**src/rtl/or1200_fwd_sel_if.sv**
```systemverilog
// ----------------------------------------------------------------------------
// or1200_fwd_sel_if
// Bundles the pipeline-control, instruction-decode and forwarding-select
// signals of the forwarding-select generator.
//   master : pipeline side, drives freezes/flush and the if_* decode fields,
//            receives sel_a/sel_b, lu_stall, tracked destinations and lu_cnt.
//   slave  : the or1200_fwd_sel block itself.
// Parameters: AW register address width, CW stall counter width.
// ----------------------------------------------------------------------------
interface or1200_fwd_sel_if #(
    parameter int unsigned AW = 5,
    parameter int unsigned CW = 16
);
    logic          id_freeze;
    logic          ex_freeze;
    logic          wb_freeze;
    logic          flushpipe;
    logic [AW-1:0] if_rfa_addr;
    logic [AW-1:0] if_rfb_addr;
    logic          if_rfa_en;
    logic          if_rfb_en;
    logic          if_imm_sel;
    logic [AW-1:0] if_rfwb_addr;
    logic          if_rfwb_en;
    logic          if_is_load;
    logic [1:0]    sel_a;
    logic [1:0]    sel_b;
    logic          lu_stall;
    logic [AW-1:0] ex_rfwb_addr;
    logic          ex_rfwb_en;
    logic [AW-1:0] wb_rfwb_addr;
    logic          wb_rfwb_en;
    logic [CW-1:0] lu_cnt;

    modport master (
        output id_freeze, ex_freeze, wb_freeze, flushpipe,
        output if_rfa_addr, if_rfb_addr, if_rfa_en, if_rfb_en, if_imm_sel,
        output if_rfwb_addr, if_rfwb_en, if_is_load,
        input  sel_a, sel_b, lu_stall,
        input  ex_rfwb_addr, ex_rfwb_en, wb_rfwb_addr, wb_rfwb_en, lu_cnt
    );

    modport slave (
        input  id_freeze, ex_freeze, wb_freeze, flushpipe,
        input  if_rfa_addr, if_rfb_addr, if_rfa_en, if_rfb_en, if_imm_sel,
        input  if_rfwb_addr, if_rfwb_en, if_is_load,
        output sel_a, sel_b, lu_stall,
        output ex_rfwb_addr, ex_rfwb_en, wb_rfwb_addr, wb_rfwb_en, lu_cnt
    );
endinterface

```
**src/rtl/or1200_fwd_sel.sv**
```systemverilog
// ----------------------------------------------------------------------------
// or1200_fwd_sel
// Forwarding-select generator for the operand muxes. Tracks the register-file
// write destinations held in ID, EX and WB, compares the source fields of the
// instruction entering ID against the ID/EX destinations, and registers
// sel_a/sel_b so they are valid during that instruction's ID cycle. Detects
// load-use hazards (one-cycle lu_stall pulse) and counts them (saturating).
//
// Ports:
//   clk  : clock, all state on posedge
//   rst  : synchronous active-high reset, overrides flush and freezes
//   bus  : or1200_fwd_sel_if.slave
//          in : id/ex/wb_freeze, flushpipe, if_rf{a,b}_addr/_en, if_imm_sel,
//               if_rfwb_addr/_en, if_is_load
//          out: sel_a/sel_b (0 RF, 1 IMM, 2 EX_FORW, 3 WB_FORW), lu_stall,
//               ex/wb_rfwb_addr/_en, lu_cnt
//
// Build option: OR1200_FWD_R0_ZERO_EN -- when defined, r0 never matches a
// destination, so r0 reads select RF (or IMM) and r0 loads never stall.
// ----------------------------------------------------------------------------
module or1200_fwd_sel #(
    parameter int unsigned AW = 5,
    parameter int unsigned CW = 16
) (
    input logic             clk,
    input logic             rst,
    or1200_fwd_sel_if.slave bus
);

    localparam logic [1:0] SEL_RF  = 2'd0;
    localparam logic [1:0] SEL_IMM = 2'd1;
    localparam logic [1:0] SEL_EX  = 2'd2;
    localparam logic [1:0] SEL_WB  = 2'd3;

    // Destination tracking
    logic [AW-1:0] id_addr;
    logic          id_en;
    logic          id_ld;
    logic [AW-1:0] ex_addr;
    logic          ex_en;
    logic [AW-1:0] wb_addr;
    logic          wb_en;

    // Registered outputs
    logic [1:0]    sel_a_q;
    logic [1:0]    sel_b_q;
    logic          lu_stall_q;
    logic [CW-1:0] lu_cnt_q;

    // Compare results
    logic          a_ok;
    logic          b_ok;
    logic          m_a_id;
    logic          m_a_ex;
    logic          m_b_id;
    logic          m_b_ex;
    logic [1:0]    sel_a_nxt;
    logic [1:0]    sel_b_nxt;
    logic [1:0]    sel_a_rw;
    logic [1:0]    sel_b_rw;
    logic          hazard;

`ifdef OR1200_FWD_R0_ZERO_EN
    assign a_ok = |bus.if_rfa_addr;
    assign b_ok = |bus.if_rfb_addr;
`else
    assign a_ok = 1'b1;
    assign b_ok = 1'b1;
`endif

    always_comb begin
        m_a_id = bus.if_rfa_en && a_ok && id_en && (bus.if_rfa_addr == id_addr);
        m_a_ex = bus.if_rfa_en && a_ok && ex_en && (bus.if_rfa_addr == ex_addr);
        m_b_id = bus.if_rfb_en && b_ok && id_en && (bus.if_rfb_addr == id_addr);
        m_b_ex = bus.if_rfb_en && b_ok && ex_en && (bus.if_rfb_addr == ex_addr);

        // Youngest producer (ID) wins over EX; immediate wins over everything on B
        sel_a_nxt = m_a_id ? SEL_EX : (m_a_ex ? SEL_WB : SEL_RF);
        if (bus.if_imm_sel) begin
            sel_b_nxt = SEL_IMM;
        end else begin
            sel_b_nxt = m_b_id ? SEL_EX : (m_b_ex ? SEL_WB : SEL_RF);
        end

        hazard = id_ld && (m_a_id || (m_b_id && !bus.if_imm_sel));

        // During a stall the load advances to WB, so EX forwarding becomes WB forwarding
        sel_a_rw = (sel_a_q == SEL_EX) ? SEL_WB : sel_a_q;
        sel_b_rw = (sel_b_q == SEL_EX) ? SEL_WB : sel_b_q;
    end

    always_ff @(posedge clk) begin
        if (rst) begin
            id_addr    <= '0;
            id_en      <= 1'b0;
            id_ld      <= 1'b0;
            ex_addr    <= '0;
            ex_en      <= 1'b0;
            wb_addr    <= '0;
            wb_en      <= 1'b0;
            sel_a_q    <= SEL_RF;
            sel_b_q    <= SEL_RF;
            lu_stall_q <= 1'b0;
            lu_cnt_q   <= '0;
        end else begin
            if (!bus.id_freeze) begin
                id_addr <= bus.if_rfwb_addr;
                id_en   <= bus.if_rfwb_en;
                id_ld   <= bus.if_is_load;
            end

            // A frozen ID stage feeds a bubble into a running EX stage
            if (!bus.ex_freeze) begin
                ex_addr <= id_addr;
                ex_en   <= id_en && !bus.id_freeze;
            end

            if (!bus.wb_freeze) begin
                wb_addr <= ex_addr;
                wb_en   <= ex_en && !bus.ex_freeze;
            end

            // The stall rewrite takes precedence over a new compare so that a
            // stall pulse is always followed by the EX->WB promotion.
            if (lu_stall_q) begin
                sel_a_q <= sel_a_rw;
                sel_b_q <= sel_b_rw;
            end else if (!bus.id_freeze) begin
                sel_a_q <= sel_a_nxt;
                sel_b_q <= sel_b_nxt;
            end

            lu_stall_q <= !lu_stall_q && !bus.id_freeze && hazard;

            if (lu_stall_q && (lu_cnt_q != '1)) begin
                lu_cnt_q <= lu_cnt_q + CW'(1);
            end

            // Flush overrides freezes; WB still follows the rules above
            if (bus.flushpipe) begin
                id_en      <= 1'b0;
                ex_en      <= 1'b0;
                sel_a_q    <= SEL_RF;
                sel_b_q    <= SEL_RF;
                lu_stall_q <= 1'b0;
            end
        end
    end

    assign bus.sel_a        = sel_a_q;
    assign bus.sel_b        = sel_b_q;
    assign bus.lu_stall     = lu_stall_q;
    assign bus.ex_rfwb_addr = ex_addr;
    assign bus.ex_rfwb_en   = ex_en;
    assign bus.wb_rfwb_addr = wb_addr;
    assign bus.wb_rfwb_en   = wb_en;
    assign bus.lu_cnt       = lu_cnt_q;

endmodule
```
**src/flat_wrapper.sv**
```systemverilog
// flat-port wrapper written by rule: the top's interface ports become plain ports
module or1200_fwd_sel_flat 
#(
    parameter int unsigned AW = 5,
    parameter int unsigned CW = 16
)
  (clk, rst, bus_id_freeze, bus_ex_freeze, bus_wb_freeze, bus_flushpipe, bus_if_rfa_addr, bus_if_rfb_addr, bus_if_rfa_en, bus_if_rfb_en, bus_if_imm_sel, bus_if_rfwb_addr, bus_if_rfwb_en, bus_if_is_load, bus_sel_a, bus_sel_b, bus_lu_stall, bus_ex_rfwb_addr, bus_ex_rfwb_en, bus_wb_rfwb_addr, bus_wb_rfwb_en, bus_lu_cnt);
  or1200_fwd_sel_if #(.AW(AW), .CW(CW)) bus_i ();
  input logic clk;
  input logic rst;
  input wire logic [$bits(bus_i.id_freeze)-1:0] bus_id_freeze;
  input wire logic [$bits(bus_i.ex_freeze)-1:0] bus_ex_freeze;
  input wire logic [$bits(bus_i.wb_freeze)-1:0] bus_wb_freeze;
  input wire logic [$bits(bus_i.flushpipe)-1:0] bus_flushpipe;
  input wire logic [$bits(bus_i.if_rfa_addr)-1:0] bus_if_rfa_addr;
  input wire logic [$bits(bus_i.if_rfb_addr)-1:0] bus_if_rfb_addr;
  input wire logic [$bits(bus_i.if_rfa_en)-1:0] bus_if_rfa_en;
  input wire logic [$bits(bus_i.if_rfb_en)-1:0] bus_if_rfb_en;
  input wire logic [$bits(bus_i.if_imm_sel)-1:0] bus_if_imm_sel;
  input wire logic [$bits(bus_i.if_rfwb_addr)-1:0] bus_if_rfwb_addr;
  input wire logic [$bits(bus_i.if_rfwb_en)-1:0] bus_if_rfwb_en;
  input wire logic [$bits(bus_i.if_is_load)-1:0] bus_if_is_load;
  output wire logic [$bits(bus_i.sel_a)-1:0] bus_sel_a;
  output wire logic [$bits(bus_i.sel_b)-1:0] bus_sel_b;
  output wire logic [$bits(bus_i.lu_stall)-1:0] bus_lu_stall;
  output wire logic [$bits(bus_i.ex_rfwb_addr)-1:0] bus_ex_rfwb_addr;
  output wire logic [$bits(bus_i.ex_rfwb_en)-1:0] bus_ex_rfwb_en;
  output wire logic [$bits(bus_i.wb_rfwb_addr)-1:0] bus_wb_rfwb_addr;
  output wire logic [$bits(bus_i.wb_rfwb_en)-1:0] bus_wb_rfwb_en;
  output wire logic [$bits(bus_i.lu_cnt)-1:0] bus_lu_cnt;
  assign bus_i.id_freeze = bus_id_freeze;
  assign bus_i.ex_freeze = bus_ex_freeze;
  assign bus_i.wb_freeze = bus_wb_freeze;
  assign bus_i.flushpipe = bus_flushpipe;
  assign bus_i.if_rfa_addr = bus_if_rfa_addr;
  assign bus_i.if_rfb_addr = bus_if_rfb_addr;
  assign bus_i.if_rfa_en = bus_if_rfa_en;
  assign bus_i.if_rfb_en = bus_if_rfb_en;
  assign bus_i.if_imm_sel = bus_if_imm_sel;
  assign bus_i.if_rfwb_addr = bus_if_rfwb_addr;
  assign bus_i.if_rfwb_en = bus_if_rfwb_en;
  assign bus_i.if_is_load = bus_if_is_load;
  assign bus_sel_a = bus_i.sel_a;
  assign bus_sel_b = bus_i.sel_b;
  assign bus_lu_stall = bus_i.lu_stall;
  assign bus_ex_rfwb_addr = bus_i.ex_rfwb_addr;
  assign bus_ex_rfwb_en = bus_i.ex_rfwb_en;
  assign bus_wb_rfwb_addr = bus_i.wb_rfwb_addr;
  assign bus_wb_rfwb_en = bus_i.wb_rfwb_en;
  assign bus_lu_cnt = bus_i.lu_cnt;
  or1200_fwd_sel #(.AW(AW), .CW(CW)) u_core (.clk(clk), .rst(rst), .bus(bus_i));
endmodule
```
**config.mk**
```make
export PLATFORM = sky130hd
export DESIGN_NAME = or1200_fwd_sel_flat
export DESIGN_NICKNAME = d
export VERILOG_FILES = /design/src/rtl/or1200_fwd_sel_if.sv /design/src/rtl/or1200_fwd_sel.sv /design/src/flat_wrapper.sv
export SDC_FILE = /design/constraint.sdc
export NUM_CORES = 1
export LEC_CHECK = 0
export ABC_CLOCK_PERIOD_IN_PS = 2600
export CAP_MARGIN = 15
export CORE_MARGIN = 1.5
export CORE_UTILIZATION = 29
export DETAILED_ROUTE_END_ITERATION = 12
export GPL_TIMING_DRIVEN = 0
export PLACE_DENSITY = 0.56
export SETUP_SLACK_MARGIN = 0.3
export SLEW_MARGIN = 30
export SYNTH_ARGS = -nofsm -noshare
export SYNTH_HDL_FRONTEND = slang
export SYNTH_SLANG_ARGS = --single-unit
```
**constraint.sdc**
```tcl
create_clock -name clk -period 2.6 [get_ports clk]
set_clock_uncertainty 0.05 [all_clocks]
set_input_delay 0.65 -clock clk [delete_from_list [all_inputs] [get_ports clk]]
set_output_delay 0.65 -clock clk [all_outputs]
set_load 0.005 [all_outputs]
```
After elaboration in Yosys (flattened, before gate mapping)

Index checks and enable logic that the tools add are counted.

Bits in registers: 40
Word-level logic and storage cells: 56

Add/sub/neg operators: 1
Equality and inequality tests: 10
Mux-type cells: 11
Reductions and logical operators: 23

Operator list:

| cell                                                                     | count |
|---|---|
| 2-bit two-way mux                                                        | 11 |
| 5-bit equality test                                                      | 4 |
| 16-bit by 1-bit adder with 16-bit output (second input constant)         | 1 |
| 16-bit inequality test (second input constant)                           | 1 |
| 1-bit logical AND                                                        | 15 |
| 2-bit equality test (second input constant)                              | 2 |
| 1-bit zero test                                                          | 4 |
| 2-bit inequality test (second input constant)                            | 2 |
| 2-bit AND reduction                                                      | 2 |
| 2-bit by 1-bit inequality test with 1-bit output (second input constant) | 1 |
| 2-bit OR reduction                                                       | 1 |
| 1-bit logical OR                                                         | 1 |

Depth between registers and ports, before layout

Depth after elaboration: 7
Gate-level depth with buffers: 6
Depth with buffers taken out: 6

Worst setup path after synthesis

Ideal clock, no wire load.

Kind: in2reg
Start point: input port bus_id_freeze
End point: register u_core.sel_b_q[0], in the netlist u_core.bus.sel_b[0]
Arrival time: 1.485 ns
Data required time: 2.415 ns
Slack: 0.930 ns
Stages on the path: 4
Buffers on the path: 1
Cell sequence: clkbuf_1 -> nor2_1 -> a211oi_1 -> a211oi_1

Longest elaborated chain between the ends: 2

RTL lines:

| item                                                              | line                  | text |
|---|---|---|
| start, declared                                                   | flat_wrapper.sv:11    | `input wire logic [$bits(bus_i.id_freeze)-1:0] bus_id_freeze;` |
| 2-bit by 1-bit inequality test with 1-bit output (no source line) | -                     |  |
| 2-bit AND reduction (no source line)                              | -                     |  |
| end signal, assigned                                              | or1200_fwd_sel.sv:127 | `sel_b_q <= sel_b_rw;` |
| end signal, assigned                                              | or1200_fwd_sel.sv:130 | `sel_b_q <= sel_b_nxt;` |
| end, declared                                                     | or1200_fwd_sel.sv:46  | `logic [1:0] sel_b_q;` |

No other way between the ends.
A chain may end at the register's enable or synchronous reset.

Final worst setup path

Start point: input port bus_if_rfa_addr[4]
End point: register u_core.sel_a_q[0], in the netlist u_core.bus.sel_a[0]

Longest elaborated chain between the ends: 6

RTL lines:

| item                 | line                  | text |
|---|---|---|
| start, declared      | flat_wrapper.sv:15    | `input wire logic [$bits(bus_i.if_rfa_addr)-1:0] bus_if_rfa_addr;` |
| 5-bit equality test  | or1200_fwd_sel.sv:73  | `m_a_ex = bus.if_rfa_en && a_ok && ex_en && (bus.if_rfa_addr == ex_addr);` |
| 1-bit logical AND    | or1200_fwd_sel.sv:73  |  |
| 2-bit two-way mux    | or1200_fwd_sel.sv:78  | `sel_a_nxt = m_a_id ? SEL_EX : (m_a_ex ? SEL_WB : SEL_RF);` |
| 2-bit two-way mux *  | or1200_fwd_sel.sv:78  |  |
| 2-bit two-way mux *  | or1200_fwd_sel.sv:128 | `end else if (!bus.id_freeze) begin` |
| 2-bit two-way mux *  | or1200_fwd_sel.sv:125 | `if (lu_stall_q) begin` |
| end signal, assigned | or1200_fwd_sel.sv:126 | `sel_a_q <= sel_a_rw;` |
| end signal, assigned | or1200_fwd_sel.sv:129 | `sel_a_q <= sel_a_nxt;` |
| end, declared        | or1200_fwd_sel.sv:45  | `logic [1:0] sel_a_q;` |

Every way passes the cells marked *; elsewhere a longest branch is shown, timed or not. The select of a mux whose other input is x is not followed.

==> qor.txt <==
Run status = completed
Worst-Skew Late Latency = 0.29 ns
Post-synth EDFFs = 0
Slowest library cell on the worst path = clkdlybuf4s50_1
TritonCTS clock tree = built
CP cell instances = clkdlybuf4s50_1, xor2_1, nor4_1, nand4_1, o21ai_0, and3_1
Worst Hold Class = reg -> reg
Core area = 6390 um^2
Die Footprint = 7180 um^2
H-tree levels = 2
Worst-path clk slew = 0.08 ns
Critical path arrival = 2.21 ns
Final setup vio count = 0
Most frequent cells in the layout = clkdlybuf4s50_1 (54), dfxtp_1 (40), nor2_1 (38)
Total power = 1.27 mW
Cell Rows = 29
Commonest non-fill, non-tap cell in the layout = clkdlybuf4s50_1
PortBufs = 54
DRT antenna net count = 0
Initial Util = 30.3%
Async S/R FF share, synth = 0%
Fmax = 493 MHz
Post-synthesis sequential area ratio = 41.3%
Max-slew violations = 0
Post-detail-place hpwl = 3740 um
Worst path bufs/invs = 1
Placed insts = 345
Post_cts resized = 0
Yosys reg bits = 40
Syn Nets = 241
Tmin final = 2.03 ns
Root Driver = clkbuf_8
Final std cells w/o fill = 353
Final wirelength = 4940 um
Post-CTS Hold Buffers = 0
Pwr Density = 472 nW/um^2
Largest stage delay, worst path = 0.46 ns
Maximum root-to-sink buffer count = 2
Routability cong. = 0.860
Worst VDD drop = 0.249 mV
Max FO, Critical Path = 3
Syn Inst Count = 214
Crit path kind = in -> reg
DR WL/cell = 14.0 um
Yosys warns = 0
Startpoint type of the worst setup path = primary input
# DRC = 0
Slew headroom = 56.8%
Via count = 1,737
Share of cells above drive strength 1 = 6.52%
Setup TNS = 0 ns
I/O pin cnt = 59
Post-Synthesis Cell Area = 1940 um^2
CTS buffer count = 5
Pin count of the biggest net entering global routing = 14
Leak pwr = 0.981 nW
Grt total ovfl = 0
Worst Setup End Kind = register
NumNets Final = 302
Global-route wire length before repair = 8100 um
Syn Area/Cell = 9.05 um^2
Setup bufs post-CTS = 0
Clock Sinks = 40
RSZ-0062 raised after global routing = false
Diodes inserted = 0
Via/cell ratio = 4.92
Pre-antenna DRT Iters = 4
Max Cap Violations = 0
Pre-CTS setup slack = 0.292 ns
Vias in the first global route = 1,690
DIE HEIGHT = 84.7 um
Period utilisation layout = 78.0%
Critical Path RT = 2.79 ns
Tightest Pin Transition = 0.649 ns
Most used DFF post-synth = dfxtp_1
Distinct cells, synth = 39
Final worst slack = 0.572 ns
Hold Fails Final Rpt = 0
Reg-to-reg slack, setup = 0.86 ns
Initial DRC count = 49
Filler instances = 647
Initial antenna violation count = 0
Total track usage = 14.1%
Top delay family on crit path = simple AND/OR/NAND/NOR gates
P&R area growth vs syn = 38.6%
Die W = 84.7 um
## layer usage
layer / track usage, % / wire length, um / share of wire [%]
met2: 24.1 / 2340 / 47
met5: 0 / 0 / 0
met4: 5.43 / 55 / 1.1
met3: 2.95 / 187 / 3.8
met1: 17.4 / 2360 / 48
## state kept, by name (all words and copies together), names as in the netlist
| signal | cells |
|---|---|
| u_core.id_en | 1 |
| u_core.bus.wb_rfwb_addr | 5 |
| u_core.bus.wb_rfwb_en | 1 |
| u_core.bus.lu_stall | 1 |
| u_core.bus.lu_cnt | 16 |
| u_core.id_ld | 1 |
| u_core.bus.ex_rfwb_addr | 5 |
| u_core.bus.sel_b | 2 |
| u_core.bus.ex_rfwb_en | 1 |
| u_core.bus.sel_a | 2 |
| u_core.id_addr | 5 |
## path summary, 6_finish.rpt
kind | endpoint | start | cells past startpoint
max reg2reg | u_core.bus.lu_cnt[1] | u_core.bus.lu_cnt[0] | 6
max | u_core.bus.sel_a[0] | bus_if_rfa_addr[4] | 6
min | u_core.bus.lu_stall | u_core.id_ld | 1
min reg2reg | u_core.bus.lu_stall | u_core.id_ld | 1
## final cells by class
class / instances / area, um^2 / share of cell area [%]
timing repair buffer: 54 / 541 / 20.1
inverter: 2 / 7.51 / 0.280
clock buffer: 5 / 68.8 / 2.56
buffer: 9 / 35.0 / 1.30
multi-input combinational: 163 / 1090 / 40.7
clock inverter: 3 / 42.5 / 1.58
tap: 77 / 96.3 / 3.59
sequential: 40 / 801 / 29.8
## cell usage after synthesis, types with 2 or more instances
master	n	area, um^2
xnor2_1	18	158
mux2i_1	20	200
a211oi_1	3	22.5
o21ai_0	4	20.0
nand2_1	7	26.3
o211ai_1	2	15.0
nor2_1	38	143
nor4_1	2	12.5
xor2_1	10	87.6
and2_1	3	18.8
nor3b_1	2	15.0
nand3_1	9	45.0
nor3_1	5	25.0
nand4_1	5	31.3
dfxtp_1	40	801
nor4_2	2	25.0
clkbuf_1	7	26.3
a21oi_1	11	55.1
and3_1	3	18.8
inv_1	2	7.51
and4_1	3	26.3
## stage by stage
stage | util [%] | instance area, um^2 | hold WS (ns)
6_report | 42.0 | 2690 | 0.433
5_1_grt | 42.0 | 2690 | 0.455
4_1_cts | 42.0 | 2690 | 0.442
3_5_place_dp | 40.3 | 2570 | 0.425
3_3_place_gp | 40.3 | 2570 | 0.428
2_1_floorplan | - | 1940 | 0.409
## report_power, final
part,leakage (nW),internal (mW),switching (mW)
clock network,0.0541,0.284,0.223
logic,0.603,0.0700,0.0529
registers,0.324,0.623,0.0138
total,0.981,0.977,0.289
## kinds of logic (layout without fill, tap and decap cells)
kind of cell,Yosys count,in the layout,share of synthesized area [%]
adder cells (fa/ha/maj),1,1,0.646
multiplexers,20,20,10.3
buffers and inverters,11,73,2.20
XOR/XNOR,28,28,12.7
AO/OA/AOI/OAI,28,28,10.0
AND/OR/NAND/NOR,86,86,22.8
flip-flops,40,40,41.3
No activity file was read; power rests on OpenSTA's default activity.
